$ cat src/rtl/alu_pipe.sv
// Handshaked ALU with zero/overflow/error flags and an iterative shift-add multiplier.
// One operation in flight; non-MUL ops complete in one cycle, MUL in WIDTH cycles.
module alu_pipe #(
  parameter int WIDTH  = 8,
  parameter bit MUL_EN = 1'b1
) (
  input  logic             clk,
  input  logic             rst,
  input  logic             in_valid,
  output logic             in_ready,
  input  logic [WIDTH-1:0] a,
  input  logic [WIDTH-1:0] b,
  input  logic [3:0]       o,
  output logic             out_valid,
  input  logic             out_ready,
  output logic [WIDTH-1:0] result,
  output logic [WIDTH-1:0] result_hi,
  output logic             c,
  output logic             bo,
  output logic             z,
  output logic             ov,
  output logic             err
);

  localparam int SW = $clog2(WIDTH);
  localparam int CW = $clog2(WIDTH + 1);

  typedef enum logic [3:0] {
    OP_ADD = 4'd0, OP_SUB = 4'd1, OP_AND = 4'd2, OP_OR  = 4'd3,
    OP_XOR = 4'd4, OP_SHL = 4'd5, OP_SHR = 4'd6, OP_MUL = 4'd7
  } op_e;

  typedef enum logic {ST_IDLE, ST_MUL} state_e;

  typedef struct packed {
    logic [WIDTH-1:0] hi;
    logic [WIDTH-1:0] lo;
    logic             c;
    logic             bo;
    logic             z;
    logic             ov;
    logic             err;
  } res_t;

  state_e             state, state_next;
  logic [CW-1:0]      cnt;
  logic [2*WIDTH-1:0] mcand, acc, acc_step;
  logic [WIDTH-1:0]   mplier;
  res_t               res_q, alu_res, mul_res;
  logic               accept, is_mul, mul_done, load;
  logic [WIDTH:0]     sum, diff;
  logic [SW-1:0]      shamt;

  assign in_ready = (state == ST_IDLE) && (!out_valid || out_ready);
  assign accept   = in_valid && in_ready;
  assign is_mul   = MUL_EN && (o == OP_MUL);
  assign mul_done = (state == ST_MUL) && (cnt == CW'(1));
  assign load     = (accept && !is_mul) || mul_done;

  assign sum   = {1'b0, a} + {1'b0, b};
  assign diff  = {1'b0, a} - {1'b0, b};
  assign shamt = b[SW-1:0];

  // Final step's partial product is folded in combinationally so the result lands on the cnt==1 edge.
  assign acc_step = acc + (mplier[0] ? mcand : '0);
  assign mul_res  = '{hi: acc_step[2*WIDTH-1:WIDTH], lo: acc_step[WIDTH-1:0],
                      c: 1'b0, bo: 1'b0, z: (acc_step == '0), ov: 1'b0, err: 1'b0};

  // NOTE: every field gets a default before the case so no latch is inferred.
  always_comb begin
    alu_res = '0;
    case (o)
      OP_ADD: begin
        alu_res.lo = sum[WIDTH-1:0];
        alu_res.c  = sum[WIDTH];
        alu_res.ov = (a[WIDTH-1] == b[WIDTH-1]) && (sum[WIDTH-1] != a[WIDTH-1]);
      end
      OP_SUB: begin
        alu_res.lo = diff[WIDTH-1:0];
        alu_res.bo = diff[WIDTH];
        alu_res.ov = (a[WIDTH-1] != b[WIDTH-1]) && (diff[WIDTH-1] != a[WIDTH-1]);
      end
      OP_AND:  alu_res.lo = a & b;
      OP_OR:   alu_res.lo = a | b;
      OP_XOR:  alu_res.lo = a ^ b;
      OP_SHL:  alu_res.lo = a << shamt;
      OP_SHR:  alu_res.lo = a >> shamt;
      default: alu_res.err = 1'b1;  // opcodes 8-15, and opcode 7 when MUL_EN=0
    endcase
    alu_res.z = ({alu_res.hi, alu_res.lo} == '0);
  end

  always_comb begin
    state_next = state;
    case (state)
      ST_IDLE: if (accept && is_mul) state_next = ST_MUL;
      ST_MUL:  if (cnt == CW'(1))    state_next = ST_IDLE;
      default: state_next = ST_IDLE;
    endcase
  end

  // NOTE: sequential state uses non-blocking assignments so all registers update together.
  always_ff @(posedge clk or negedge rst) begin
    if (!rst) state <= ST_IDLE;
    else      state <= state_next;
  end

  // NOTE: multiplier registers are reset too, so an aborted MUL leaves nothing stale behind.
  always_ff @(posedge clk or negedge rst) begin
    if (!rst) begin
      out_valid <= 1'b0;
      res_q     <= '0;
      cnt       <= '0;
      mcand     <= '0;
      mplier    <= '0;
      acc       <= '0;
    end else begin
      if (load) begin
        out_valid <= 1'b1;
        res_q     <= mul_done ? mul_res : alu_res;
      end else if (out_ready) begin
        out_valid <= 1'b0;
      end

      if (accept && is_mul) begin
        mcand  <= {{WIDTH{1'b0}}, a};
        mplier <= b;
        acc    <= '0;
        cnt    <= CW'(WIDTH);
      end else if (state == ST_MUL) begin
        acc    <= acc_step;
        mcand  <= mcand << 1;
        mplier <= mplier >> 1;
        cnt    <= cnt - CW'(1);
      end
    end
  end

  assign result    = res_q.lo;
  assign result_hi = res_q.hi;
  assign c         = res_q.c;
  assign bo        = res_q.bo;
  assign z         = res_q.z;
  assign ov        = res_q.ov;
  assign err       = res_q.err;

endmodule

$ cat config.mk
export PLATFORM = sky130hd
export DESIGN_NAME = alu_pipe
export DESIGN_NICKNAME = d
export VERILOG_FILES = /design/src/rtl/alu_pipe.sv
export SDC_FILE = /design/constraint.sdc
export NUM_CORES = 1
export LEC_CHECK = 0
export ABC_CLOCK_PERIOD_IN_PS = 3480
export CELL_PAD_IN_SITES_DETAIL_PLACEMENT = 1
export CELL_PAD_IN_SITES_GLOBAL_PLACEMENT = 2
export CORE_ASPECT_RATIO = 0.6
export CORE_UTILIZATION = 36
export CTS_BUF_LIST = sky130_fd_sc_hd__clkbuf_16
export CTS_CLUSTER_DIAMETER = 50
export DETAILED_ROUTE_END_ITERATION = 8
export PLACE_DENSITY_LB_ADDON = 0.05
export SETUP_SLACK_MARGIN = 0.02
export SYNTH_ARGS = -nofsm -noshare
export SYNTH_HDL_FRONTEND = slang
export SYNTH_SLANG_ARGS = --single-unit
$ cat constraint.sdc
create_clock -name clk -period 3.48 [get_ports clk]
set_input_delay 0.696 -clock clk [delete_from_list [all_inputs] [get_ports clk]]
set_output_delay 0.696 -clock clk [all_outputs]
set_load 0.02 [all_outputs]
# ---- Word level (Yosys, flattened, before mapping)
# Cells that the tools add are included.
# Widths: inputs -> output; s select.
dict set report classes {
  addsub 4
  n_eq_ne 12
  n_shift 2
  n_mux 20
  bitwise 4
  n_reduce_logical 17
}
# cell n
set ops {}
lappend ops {{$mux 16} 5}
lappend ops {{$pmux 8 s7} 1}
lappend ops {{$mux 21} 1}
lappend ops {{$add 16x16->16} 1}
lappend ops {{$eq 4x3->1 const B} 4}
lappend ops {{$logic_not 16->1} 1}
lappend ops {{$mux 8} 2}
lappend ops {{$add 8x8->9} 1}
lappend ops {{$sub 8x8->9} 1}
lappend ops {{$and 8x8->8} 1}
lappend ops {{$eq 4x1->1 const B} 2}
lappend ops {{$eq 4x2->1 const B} 2}
lappend ops {{$logic_not 8->1} 1}
lappend ops {{$mux 4} 2}
lappend ops {{$or 8x8->8} 1}
lappend ops {{$shl 8x3->8} 1}
lappend ops {{$shr 8x3->8} 1}
lappend ops {{$xor 8x8->8} 1}
lappend ops {{$logic_and 1x1->1} 7}
lappend ops {{$mux 1} 7}
lappend ops {{$reduce_or 7->1} 1}
lappend ops {{$logic_not 4->1} 1}
lappend ops {{$pmux 1 s2} 2}
lappend ops {{$reduce_bool 2->1} 2}
lappend ops {{6 further kinds} 10}
dict set report totals {
  register_bits 67
  input_bits 24
  output_inout_bits 23
  elab_cells 72
}

# ---- Longest topological paths before layout
# Gate-level depths: netlist (run 1).
dict set report logic_depth {
  word_depth 7
  mapped_depth 12
  ltp_nobuf 11
}

# ---- Worst setup path before layout (run 1)
# No wires, ideal clock.
dict set report synth_timing {
  path_kind {input -> register}
  start {input b[2]}
  end {register res_q, in the netlist z}
  setup_ps 110
  t_arrival_ps 3093
  t_required_ps 3370
  setup_slack_ps 277
  path_stages 12
  path_buffers 2
  path_cell_list {clkbuf_1 -> clkinv_1 -> ha_1 -> buf_2 -> a211oi_1 -> o21bai_1 -> a21oi_1 -> xnor2_1 -> a221oi_1 -> inv_1 -> o41a_1 -> o41ai_1}
}
dict set report synth_via {
  elab_chain_cells 4
  word_cells_on_any_way 10
  classes_between {add/sub (2); shift (2); mux (2); bitwise (3); reduce/logical (1)}
}
# element line
set synth_rtl {}
lappend synth_rtl {{start, declared} 12} ;# input logic [WIDTH-1:0] b,
lappend synth_rtl {{$sub 8x8->9, or another cell as far along} 61} ;# assign diff = {1'b0, a} - {1'b0, b};
lappend synth_rtl {{$pmux 8 s7 (*)} 72} ;# case (o)
lappend synth_rtl {{$logic_not 8->1 (*)} 90} ;# alu_res.z = ({alu_res.hi, alu_res.lo} == '0);
lappend synth_rtl {{$mux 21 (*)} 120} ;# res_q <= mul_done ? mul_res : alu_res;
lappend synth_rtl {{end signal, assigned} 120}
lappend synth_rtl {{end, declared} 49} ;# res_t res_q, alu_res, mul_res;
# Every way passes the cells marked *; elsewhere a longest branch is shown, timed or not.
# A chain may end at the register's enable or synchronous reset.

# ---- Final worst setup path (run 1)
dict set report layout_timing {
  start {input a[1]}
  end {register res_q, in the netlist z}
}
dict set report layout_via {
  elab_chain_cells 4
  word_cells_on_any_way 10
  classes_between {add/sub (2); shift (2); mux (2); bitwise (3); reduce/logical (1)}
}
# element line
set layout_rtl {}
lappend layout_rtl {{start, declared} 11} ;# input logic [WIDTH-1:0] a,
lappend layout_rtl {{$sub 8x8->9, or another cell as far along} 61}
lappend layout_rtl {{$pmux 8 s7 (*)} 72}
lappend layout_rtl {{$logic_not 8->1 (*)} 90}
lappend layout_rtl {{$mux 21 (*)} 120}
# Marks and branches as above.

==> results of run 1 <==
==> cells in the mapped netlist, types with 3 or more instances <==
master and n:
a211oi_1 7, a21o_1 9, a21oi_1 22, a22o_1 5, a22oi_1 19, a31oi_1 8
and2_1 15, and3_1 4, buf_2 12, clkbuf_1 15, dfrtp_1 67, fa_1 3
ha_1 43, inv_1 22, mux2i_1 26, mux4_1 3, nand2_1 89, nand2b_1 6
nand3_1 11, nand4_1 3, nor2_1 38, nor2b_1 7, nor3_1 15, nor4_1 4
nor4b_1 3, nor4bb_1 3, o211ai_1 5, o21ai_0 27, o21ai_1 3, o21bai_1 3
o22ai_1 7, o41ai_1 3, or3_1 5, xnor2_1 19, xor2_1 4
==> report_power, final <==
| group | internal, mW | total (mW) | switching [mW] |
|---|---|---|---|
| Combinational | 0.714 | 1.70 | 0.983 |
| Clock | 0.624 | 0.973 | 0.349 |
| Sequential | 1.04 | 1.29 | 0.247 |
==> repair_timing <==
action                     in CTS  in global routing
gates resized for setup         0                 13
setup endpoints to repair       0                  2
setup buffers                   0                  2
==> layer usage <==
layer  up-vias  wire length, um
met2       140             7680
met1      2593            11500
met5         -                0
met3        11             1640
met4         0               92
li1       2388                -
==> registers in the layout (all words and copies together) (netlist names), 4 cells and up <==
signal and cells:
acc 16, cnt 4, mcand 16, mplier 8, result 8, result_hi 8
==> placed cells by master, fill, tap and decap left out, types with 4 or more instances in the layout <==
cell              n
a21oi_1          21
xnor2_1          19
mux2i_1          26
nor2b_1           7
clkbuf_16         9
nand2_1          89
a31oi_1           8
ha_1             42
xor2_1            4
a211oi_1          6
o211ai_1          5
a22o_1            5
buf_4            90
dfrtp_1          66
and3_1            4
a21o_1            9
nor2_1           38
nand2b_1          6
nor3_1           14
or3_1             5
inv_1            22
clkdlybuf4s50_1  42
o22ai_1           7
and2_1           15
a22oi_1          19
nand3_1          11
o21ai_0          27
==> final timing paths <==
path / slack, ns / end
worst max-delay path: 0.16 / z
worst min register to register: 0.48 / result_hi[6]
worst min-delay path: 0.44 / err
min in group clk: 0.48 / result_hi[6]
worst max register to register: 0.23 / z
max in group asynchronous: 2.13 / state
==> cells by family after synthesis <==
kind of cell | count (synthesis) | share of synthesized area
adder cells (fa/ha/maj) | 46 | 0.114
buffers and inverters | 56 | 0.0465
multiplexers | 34 | 0.0803
AO/OA/AOI/OAI | 152 | 0.204
flip-flops | 67 | 0.319
XOR/XNOR | 23 | 0.0384
AND/OR/NAND/NOR | 215 | 0.198
==> layout make-up <==
type                    instances  area (um^2)
flip-flops and latches         67         1680
well taps                     192          240
inverters                      24         90.1
clock buffers                   9          225
repair buffers                137         1150
clock inverters                 7         92.6
multi-input cells             470         3370
fillers                      1672         7110
==> flow_metrics.py, run 1 <==
metrics = {
    "clock_network": {
        "clock_latency_ns": 0.34,
        "cts_tree": "built",
        "htreeDepth": 3,
        "postCtsHoldBufs": 0,
        "clock-sinks": 67,
        "clk_pin_slew_worst_paths_ns": 0.05,
        "cts-root-buf": "clkbuf_16",
        "cts_buffers": 9,
        "clock_path_buffers": 2,
    },
    "timing": {
        "post-route-period-util": 0.953,
        "fin_skew_ns": 0.00764,
        "finalSetupTns_ns": 0,
        "clock.fmax_mhz": 301,
        "hold_violations": 0,
        "min_period_ns": 3.32,
        "setup_ws_ns": 0.162,
        "worst_slew_pin_slew_ns": 1.02,
        "hold_slack_ns": 0.436,
        "setup_viol_count_final": 0,
        "rsz0062_at_grt": "no",
        "slew_headroom": 0.308,
        "maxSlewViolCount": 0,
    },
    "setup_path": {
        "crit_path_start": "a[1]",
        "required_ns": 3.70,
        "arrival_ns": 3.54,
        "cp_slowest_stage_delay_ns": 0.45,
        "end_kind": "register",
        "crit_family": "compound AO/OA/AOI/OAI gates",
        "crit_path_frequent_cell": "buf_4",
        "worstSetupStartpointType": "input port",
        "worstRegToRegCells": 11,
        "critPathMaxFanout": 3,
        "cp.depth": 11,
        "critPathSlowestCell": "clkdlybuf4s50_1",
        "r2r-start": "mplier[0]",
        "crit_chain": "clkdlybuf4s50_1, buf_4, fa_2, buf_4, a221oi_2, a21oi_1, a2111oi_2, nand4_1, or3_1, o41a_1, o41ai_1",
        "path_buf_inv": 3,
        "path_class": "in2reg",
    },
    "die": {
        "io_pins": 47,
        "initial_core_util": 0.376,
        "fp.dieArea_um2": 15100,
        "rows": 33,
        "core_um2": 14000,
        "die_h_um": 95.6,
        "die_width_um": 158,
    },
    "finish": {
        "fin_cells": 906,
        "fin_nets": 779,
        "area_delta_synth_final_pct": 30.4,
        "antenna_cells": 0,
        "design_area_um2": 6850,
        "drive_gt1_frac": 0.185,
        "post-route-util": 0.491,
    },
    "yosys": {
        "netlist_area_um2": 5250,
        "netlist_top_cells_area": "dfrtp_1 32%, ha_1 10%, nand2_1 6.4%, mux2i_1 5.0%, xnor2_1 3.2%",
        "synth_edf_count": 0,
        "async_flop_share": 1.00,
        "ys_seq_elements": 67,
        "yosysTopAreaCell": "dfrtp_1",
        "synth_fp_nets": 663,
        "syn_inst": 593,
        "synth_cell_types": 78,
        "syn_area_per_cell_um2": 8.86,
        "synth-seq-area-share": 0.319,
        "synth_top_area_share": 0.319,
        "ys_warn_count": 0,
        "synth-main-ff-cell": "dfrtp_1",
    },
    "global_routing": {
        "grt_pass1_wl_um": 31600,
        "grt_max_degree": 43,
        "use_met2": 0.369,
        "busiest_layer": "met1",
        "antenna_found_initial": 0,
        "grt_overflow_total": 0,
        "met3_usage": 0.0836,
        "grt_use_total": 0.293,
        "grt_use_met1": 0.476,
        "grt_pass1_vias": 5070,
    },
    "placement": {
        "dp.cells": 888,
        "gp_congestion": 0.922,
        "io_buffers": 46,
        "hpwl_um": 16500,
        "place_area_um2": 6470,
        "pre_cts_ws_ns": -0.280,
    },
    "power_and_ir_drop": {
        "ir_drop_v": 0.000437,
        "p_per_area_nw_per_um2": 578,
        "total_power_mw": 3.96,
        "p_leak_nw": 3.24,
    },
    "routing": {
        "vias": 5132,
        "drc": 0,
        "vias_per_cell": 5.66,
        "drtIter0Drc": 273,
        "first_pass_iters": 4,
        "wl_um": 20900,
        "ant_nets": 0,
        "wl_per_cell_um": 23.1,
    },
    "status": {
        "status": "finished clean",
    },
    "flow_run": {
        "drv_cap": 0,
    },
    "min_path": {
        "hp-class": "in2async",
    },
}
Note: power is estimated with default switching activity, not from simulation.
==> run 2, diff against run 1 <==
CORE_ASPECT_RATIO = unset   (was 0.6)
==> run 2 against run 1 <==
Against the previous run:
- die area decreased by 0.11%
- power fell by 4.5%
- routed wire length decreased by 12%
- utilization shrank 1.6 points
- cell area shrank 2.7%
- sequential power barely moved
- via count fell by 2.7%
- critical endpoint unchanged
==> flow_metrics.py, run 2 (synthesis results as in run 1) <==
metrics = {
    "status": {
        "status": "finished clean",
    },
    "timing": {
        "clock.fmax_mhz": 297,
        "slew_headroom": 0.229,
        "hold_violations": 0,
        "min_period_ns": 3.37,
        "maxSlewViolCount": 0,
        "fin_skew_ns": 0.00576,
        "finalSetupTns_ns": 0,
        "setup_viol_count_final": 0,
        "worst_slew_pin_slew_ns": 1.14,
        "rsz0062_at_grt": "no",
        "post-route-period-util": 0.968,
    },
    "setup_path": {
        "arrival_ns": 3.60,
        "crit_family": "simple AND/OR/NAND/NOR gates",
        "cp_slowest_stage_delay_ns": 0.62,
        "worstSetupStartpointType": "input port",
        "critPathSlowestCell": "clkdlybuf4s50_1",
        "crit_chain": "clkdlybuf4s50_1, clkinv_1, ha_1, mux2_2, a22oi_1, nor3_1, nor4_2, nand4_1, or3_1, o41a_1, o41ai_1",
        "required_ns": 3.71,
        "path_class": "in2reg",
        "path_buf_inv": 2,
        "end_kind": "register",
        "critPathMaxFanout": 5,
    },
    "routing": {
        "ant_nets": 0,
        "drc": 0,
        "wl_um": 18400,
        "vias_per_cell": 5.70,
        "wl_met1_um": 9280,
        "wl_per_cell_um": 21.0,
        "highest_layer": "met4",
        "vias": 4996,
        "wl_met3_um": 975,
        "drtIter0Drc": 340,
        "first_pass_iters": 5,
        "wl_met2_um": 7990,
    },
    "finish": {
        "fin_nets": 761,
        "largest_registers": "acc: 16 flops, mcand: 16 flops",
        "antenna_cells": 0,
        "fillers": 1647,
        "mostFrequentLayoutCell": "nand2_1",
        "area_delta_synth_final_pct": 26.8,
        "design_area_um2": 6660,
        "drive_gt1_frac": 0.157,
        "final_cell_mix": "89 x nand2_1, 72 x buf_4, 66 x dfrtp_1",
    },
    "power_and_ir_drop": {
        "ir_drop_v": 0.000356,
        "p_leak_nw": 3.14,
        "p_per_area_nw_per_um2": 568,
    },
    "clock_network": {
        "htreeDepth": 3,
        "clock_latency_ns": 0.35,
        "cts_buffers": 9,
        "clk_pin_slew_worst_paths_ns": 0.05,
        "cts-root-buf": "clkbuf_16",
        "clock_path_buffers": 2,
        "clock-sinks": 67,
        "cts_tree": "built",
        "postCtsHoldBufs": 0,
    },
    "global_routing": {
        "grt_use_total": 0.259,
        "grt_overflow_total": 0,
        "grt_max_degree": 68,
        "antenna_found_initial": 0,
        "grt_pass1_vias": 5072,
        "grt_pass1_wl_um": 28800,
    },
    "die": {
        "rows": 43,
        "die_width_um": 123,
        "fp.dieArea_um2": 15100,
        "die_h_um": 123,
        "initial_core_util": 0.374,
        "io_pins": 47,
        "core_um2": 14000,
    },
    "min_path": {
        "hp-class": "in2async",
    },
    "placement": {
        "hpwl_um": 14300,
        "place_area_um2": 6340,
        "io_buffers": 46,
        "gp_congestion": 0.890,
    },
    "flow_run": {
        "drv_cap": 0,
    },
}
run 2: cell count changes in the layout (fill, tap and decap cells not counted), sizes merged:
| cell | before | now |
|---|---|---|
| buf | 92 | 74 |
| dlymetal6s2s | 3 | 1 |
| inv | 22 | 23 |
| clkinv | 4 | 6 |
| clkinvlp | 3 | 1 |
| bufinv | 2 | 1 |
| clkdlybuf4s50 | 42 | 44 |
run 2: layout make-up:
class                   instances  area [um^2]  area share
multi-input cells             470         3360       0.505
flip-flops and latches         67         1680       0.252
repair buffers                119         1020       0.153
clock buffers                   9          225      0.0338
well taps                     180          225      0.0338
inverters                      24         90.1      0.0135
clock inverters                 7         60.1     0.00902
run 2: final timing paths:
| kind | startpoint | end | slack (ns) | cells after the start |
|---|---|---|---|---|
| max | b[1] | z | 0.11 | 11 |
| min | rst | err | 0.35 | 2 |
| max reg2reg | mplier[0] | z | 0.31 | 10 |
| min reg2reg | mplier[5] | mplier[5] | 0.49 | 2 |
| max in group asynchronous | rst | state | 2.78 | 2 |
| min in group clk | mplier[5] | mplier[5] | 0.49 | 2 |
run 2: timing repair:
action / CTS / global route
hold endpoints to repair: 0 / 0
gates resized for setup: 0 / 7
endpoints found under the setup margin: 0 / 2
buffers inserted: 0 / 1
run 2: routing by layer:
layer,vias up,track usage
met4,0,0.0633
met5,-,0
met2,110,0.380
li1,2352,-
met1,2522,0.385
met3,12,0.0534
run 2: stage by stage:
step / instances / worst slack (ns) / hold slack (ns) / total power, mW / utilization
after floorplan: 593 / 0.277 / 0.400 / 2.19 / -
after global placement: 859 / -0.156 / 0.463 / 2.82 / 0.451
after detailed placement: 859 / -0.248 / 0.482 / 2.89 / 0.451
after CTS: 875 / 0.0921 / 0.377 / 3.81 / 0.472
after global routing: 876 / 0.0292 / 0.390 / 4.02 / 0.474
final: 876 / 0.111 / 0.351 / 3.78 / 0.474
run 2: power by group:
| group | total (mW) | switching [mW] | internal (mW) | leakage [nW] |
|---|---|---|---|---|
| registers | 1.27 | 0.227 | 1.04 | 0.886 |
| clock network | 0.897 | 0.352 | 0.545 | 0.144 |
| logic | 1.62 | 0.919 | 0.697 | 2.11 |
| total | 3.78 | 1.50 | 2.28 | 3.14 |
==> RTL change 1 (config.mk and constraints of run 1) <==
Set the parameter `WIDTH` to 16 (it was 8).
--- a/src/rtl/alu_pipe.sv
+++ b/src/rtl/alu_pipe.sv
@@ -1,7 +1,7 @@
 // Handshaked ALU with zero/overflow/error flags and an iterative shift-add multiplier.
 // One operation in flight; non-MUL ops complete in one cycle, MUL in WIDTH cycles.
 module alu_pipe #(
-  parameter int WIDTH  = 8,
+  parameter int WIDTH  = 16,
   parameter bit MUL_EN = 1'b1
 ) (
   input  logic             clk,
Interface: changed (resized a, b, result and result_hi); port bits go from 47 to 79. No check against the original RTL was run, so the function may have changed too.
==> RTL change 1 against run 1 <==
The run now ends with negative setup slack left. Clock skew increased by 5.8 ps. Clock power increased by 91%. Design area rose to 2.5 times the old value. Area after synthesis is 110% higher. Sequential cell count grew 57. Non-clock buffer count rose by 403. Maximum frequency decreased by 16%. First-iteration DRC count grew to 4.7 times the old value. Largest power group unchanged. Worst setup slack worse by 630 ps. Register-to-register slack worse by 700 ps. Total power grew 130%. Cell count rose to 2.5 times the old value. Routed wire length increased to 2.8 times the old value.
==> RTL change 1: results (changes against run 1) <==
- Status: finished, violations left
- Failing checks: negative setup slack
- PortBufs: 78 (+70%)
- Post-synthesis sequential area ratio: 27.8% (-4.1 points)
- CP max FO: 7 (+4)
- Final worst slack: -468 ps (-630 ps)
- Initial drt markers: 1294 (+370%)
- DP HPWL: 45.0 mm (+170%)
- Cell area power density: 534 nW/µm² (-7.6%)
- Xor/xnor cell area share of the yosys netlist: 2.83% (-1.0 points)
- Final setup vio count: 1 (+1)
- Vias/cell: 5.87 (+3.6%)
- Mapped Cells: 1383 (+130%)
- Top cells by area, synth: dfrtp_1, ha_1, nand2_1
- Skew-Pair Late Insertion Delay: 440 ps (+100 ps)
- Root Buffer: clkbuf_16
- Yosys warning count: 0 (unchanged)
- Crit-path leading delay family: simple AND/OR/NAND/NOR gates
- Total Routed Length: 57.6 mm (+180%)
- Post-synthesis cell type count: 82 (+5.1%)
- Total track usage: 35.2% (+5.9 points)
- Worst Hold Class: in -> async
- CTS Buffer Depth: 2 (unchanged)
- Reg clk slew, reported paths: 60 ps
- LEAKAGE: 7.98 nW (+150%)
- R2R cell count: 13 (+2)
- Fill cells: 3558 (+110%)
- 1st-pass router iterations: 6 (+2)
- Mapped Nets: 1513 (+130%)
- Total CTS buffers: 17 (+8)
- Cells after DPL: 2234 (+150%)
- Pin count of the biggest net entering global routing: 75 (+74%)
- Slowest stage delay, CP: 550 ps (+100 ps)
- Layout cells sized above 1: 36.9% (+18 points)
- Post-synthesis compound-gate area fraction: 24.5% (+4.1 points)
- Arrival time worst endpoint: 4290 ps (+750 ps)
- RR Endpoint: z
- H-Tree Depth: 4 (+1)
- Gpl congestion: 0.999 (+8.4%)
- Fin Hold WS: 277 ps (-159 ps)
- N_diodes: 0 (unchanged)
- Commonest cells post-synth: nand2_1, dfrtp_1, nor2_1
- Largest regs: acc x32, mcand x32
- First-pass GRT wire length: 83.8 mm (+170%)
- Initial antenna violation count: 1 (+1)
- Dpl ws: -1020 ps (-739 ps)
- Async S/R FF share, synth: 100% (unchanged)
- VDD IR max: 0.378 mV (-13%)
- Slowest cell on crit path: or4b_4
- Setup TNS: -468 ps (-468 ps)
- Worst slew pin tran: 904 ps (-120 ps)
- Post-synthesis mux area share: 7.60% (-0.43 points)
- Placed cell areas: 15600 µm² (+140%)
- R2r startpoint: mplier[0]
- Adder-Cell Fraction of Synth Area: 10.3% (-1.1 points)
- Final #Nets: 1987 (+160%)
- Finished Layout Cells: 2278 (+150%)
- Final setup skew: 13.5 ps (+5.82 ps)
-- RTL change 1: cell count changes in the layout (fill, tap and decap cells not counted), moves of 29 or more --
cell | before | now
nand2_1 | 89 | 202
nor2_1 | 38 | 99
o21ai_0 | 27 | 86
buf_4 | 90 | 449
clkdlybuf4s50_1 | 42 | 71
dfrtp_1 | 66 | 122
a21oi_1 | 21 | 77
-- RTL change 1: how the worst max path moves through the flow --
stage | start | to
after floorplan | mplier[0] | z
after global placement | a[3] | z
after detailed placement | a[3] | z
after CTS | mplier[0] | z
after global routing | mplier[0] | z
final | mplier[0] | z
-- RTL change 1: power breakdown --
part	internal, mW	switching [mW]	total [mW]
Combinational	2.24	2.74	4.98
Sequential	1.95	0.458	2.41
Clock	1.12	0.736	1.86
Total	5.31	3.94	9.25
-- RTL change 1: cell type report --
class,count,area share (%)
multi-input cells,1119,49.2
well taps,408,2.95
clock buffers,17,2.45
flip-flops and latches,124,17.9
clock inverters,15,0.996
inverters,55,1.23
repair buffers,540,25.2
-- RTL change 1: routing by layer --
| metal | vias to the layer above | track usage (%) | share of wire [%] |
|---|---|---|---|
| met5 | - | 0 | 0.016 |
| met4 | 2 | 5.82 | 1.1 |
| met2 | 552 | 46.2 | 39 |
| met1 | 6774 | 56.5 | 50 |
| met3 | 47 | 9.28 | 9.3 |
| li1 | 5996 | - | - |
-- RTL change 1: what timing repair did --
item / 4_1_cts / 5_1_grt
setup buffers: 4 / 8
cloned: 0 / 1
pin swaps: 11 / 49
setup endpoints to repair: 18 / 23
gates resized for setup: 48 / 175
==> RTL change 2 (config.mk and constraints of run 1) <==
Made on the original files. Make the reset (`rst`) synchronous in 2 clocked blocks.
--- a/src/rtl/alu_pipe.sv
+++ b/src/rtl/alu_pipe.sv
@@ -100,13 +100,13 @@
   end
 
   // NOTE: sequential state uses non-blocking assignments so all registers update together.
-  always_ff @(posedge clk or negedge rst) begin
+  always_ff @(posedge clk) begin
     if (!rst) state <= ST_IDLE;
     else      state <= state_next;
   end
 
   // NOTE: multiplier registers are reset too, so an aborted MUL leaves nothing stale behind.
-  always_ff @(posedge clk or negedge rst) begin
+  always_ff @(posedge clk) begin
     if (!rst) begin
       out_valid <= 1'b0;
       res_q     <= '0;
Formal check against the unedited RTL: differs if rst is asserted again (counterexample within 4 cycles, from zero or initial values and one cycle with rst low); with rst held inactive, the same outputs for 4 cycles.
==> RTL change 2 against run 1 <==
Non-clock buffer count is 37 lower. Die area fell by 5.0%. Synthesized cell count grew 0.34%. Worst setup slack worse by 37 ps. Hold slack better by 29 ps. Area after synthesis shrank 5.1%. Sequential cell count unchanged. Routed wire length decreased by 13%. Critical path depth grew 2. Design area fell by 8.2%. Critical path type unchanged. Highest routed layer unchanged.
Power is not compared: it rests on default switching activity, and its combinational part moved more than twofold at a synthesized area within 25%.
==> RTL change 2: results (changes against run 1) <==
- Reg clk slew, reported paths: 60 ps
- Congestion Overflow GR: 0 (unchanged)
- VDD IR max: 0.199 mV
- Max Cap Viol: 0 (unchanged)
- CP max FO: 2 (-1)
- Commonest cells post-synth: dfxtp_1, nor2_1, ha_1
- Post-CTS setup buffers: 0 (unchanged)
- Slowest cell on crit path: clkdlybuf4s50_1
- Async S/R FF share, synth: 0% (-100 points)
- Most used DFF post-synth: dfxtp_1
- Internal reg-to-reg setup slack: 200 ps (-30 ps)
- Initial antenna violation count: 0 (unchanged)
- Post-synthesis sequential area ratio: 26.9% (-5.0 points)
- Pin count of the biggest net entering global routing: 48 (+12%)
- Slew headroom: 27.9% (-2.9 points)
- Gpl congestion: 0.966 (+4.7%)
- Largest regs: acc x16, mcand x16
- PortBufs: 46 (unchanged)
- Fill cells: 1545 (-7.6%)
- Root Buffer: clkbuf_16
- First-pass GRT wire length: 28.8 mm (-8.8%)
- Routed wire per std cell: 21.4 µm (-7.2%)
- CTS Buffer Depth: 2 (unchanged)
- Yosys warning count: 0 (unchanged)
- Vias in the first global route: 4909 (-3.2%)
- Worst Hold Class: reg -> reg
- Initial drt markers: 277 (+1.5%)
- Post-CTS sizing: 0 (unchanged)
- 1st-pass router iterations: 5 (+1)
- Slowest stage delay, CP: 510 ps (+60 ps)
- LEAKAGE: 2.54 nW
- H-Tree Depth: 3 (unchanged)
- Psw: 0.629 mW
- Final #Nets: 743 (-4.6%)
- N_diodes: 0 (unchanged)
- Mapped Nets: 665 (+0.30%)
- Top cells by area, synth: dfxtp_1, ha_1, mux2i_1
- Total CTS buffers: 9 (unchanged)
- DP HPWL: 14.5 mm (-12%)
- Vias/cell: 5.78 (+2.1%)
- Total track usage: 26.8% (-2.5 points)
- Final setup skew: 9.74 ps (+2.11 ps)
- Layout cells sized above 1: 12.8% (-5.7 points)
- Skew-Pair Late Insertion Delay: 340 ps (about the same)
- Fin Hold WS: 466 ps (+29.4 ps)
- Status: finished clean
- Post-synthesis cell type count: 60 (-23%)
-- RTL change 2: logic make-up after synthesis --
group	Yosys count	share of synthesized area, %
simple gates	193	19.4
buf+inv	58	4.42
xor+xnor	27	4.74
fa+ha+maj	46	12.0
compound gates	168	23.4
flops	67	26.9
mux	36	9.06
-- RTL change 2: worst max-delay path: cells and delay by family --
family          cells  cell delay, ps
buf+inv             4             940
fa+ha+maj           1             320
simple gates        3             790
mux                 1             170
compound gates      4             710
-- RTL change 2: power groups by stage --
stage	Sequential, mW	Clock [mW]	Combinational (mW)
floorplan	0.821	0	0.235
global placement	0.812	0	0.446
detailed placement	0.812	0	0.452
CTS	0.795	1.07	0.455
global route	0.797	1.11	0.496
finish	0.796	1.06	0.461
-- RTL change 2: path summary, 6_finish.rpt --
path	start	to	cells after the start
max	a[1]	z	13
min reg2reg	mplier[1]	mplier[1]	2
min	mplier[1]	mplier[1]	2
max reg2reg	mplier[0]	z	11
-- RTL change 2: per-stage QoR --
step | TNS, ps | area (µm²) | instances | power [mW] | worst slack [ps]
2_1_floorplan | 0 | 4980 | 595 | 1.06 | 449
3_3_place_gp | -17.9 | 5930 | 831 | 1.26 | -17.9
3_5_place_dp | -229 | 5930 | 831 | 1.26 | -175
4_1_cts | 0 | 6280 | 847 | 2.32 | 137
5_1_grt | 0 | 6280 | 848 | 2.41 | 23.8
6_report | 0 | 6280 | 848 | 2.31 | 125
-- RTL change 2: layout make-up --
cell class | instances | area, µm² | area share [%]
clock inverters | 7 | 116 | 1.85
well taps | 170 | 213 | 3.39
repair buffers | 100 | 866 | 13.8
clock buffers | 9 | 225 | 3.58
multi-input cells | 470 | 3430 | 54.5
flip-flops and latches | 67 | 1340 | 21.4
inverters | 25 | 93.8 | 1.49
-- RTL change 2: metal layers --
layer | wire length (µm) | global-route usage, % | up-vias
met3 | 1200 | 7.55 | 6
met2 | 6760 | 35.5 | 134
li1 | - | - | 2324
met1 | 10100 | 42.1 | 2441
met4 | 42 | 3.25 | 0
met5 | 0 | 0 | -
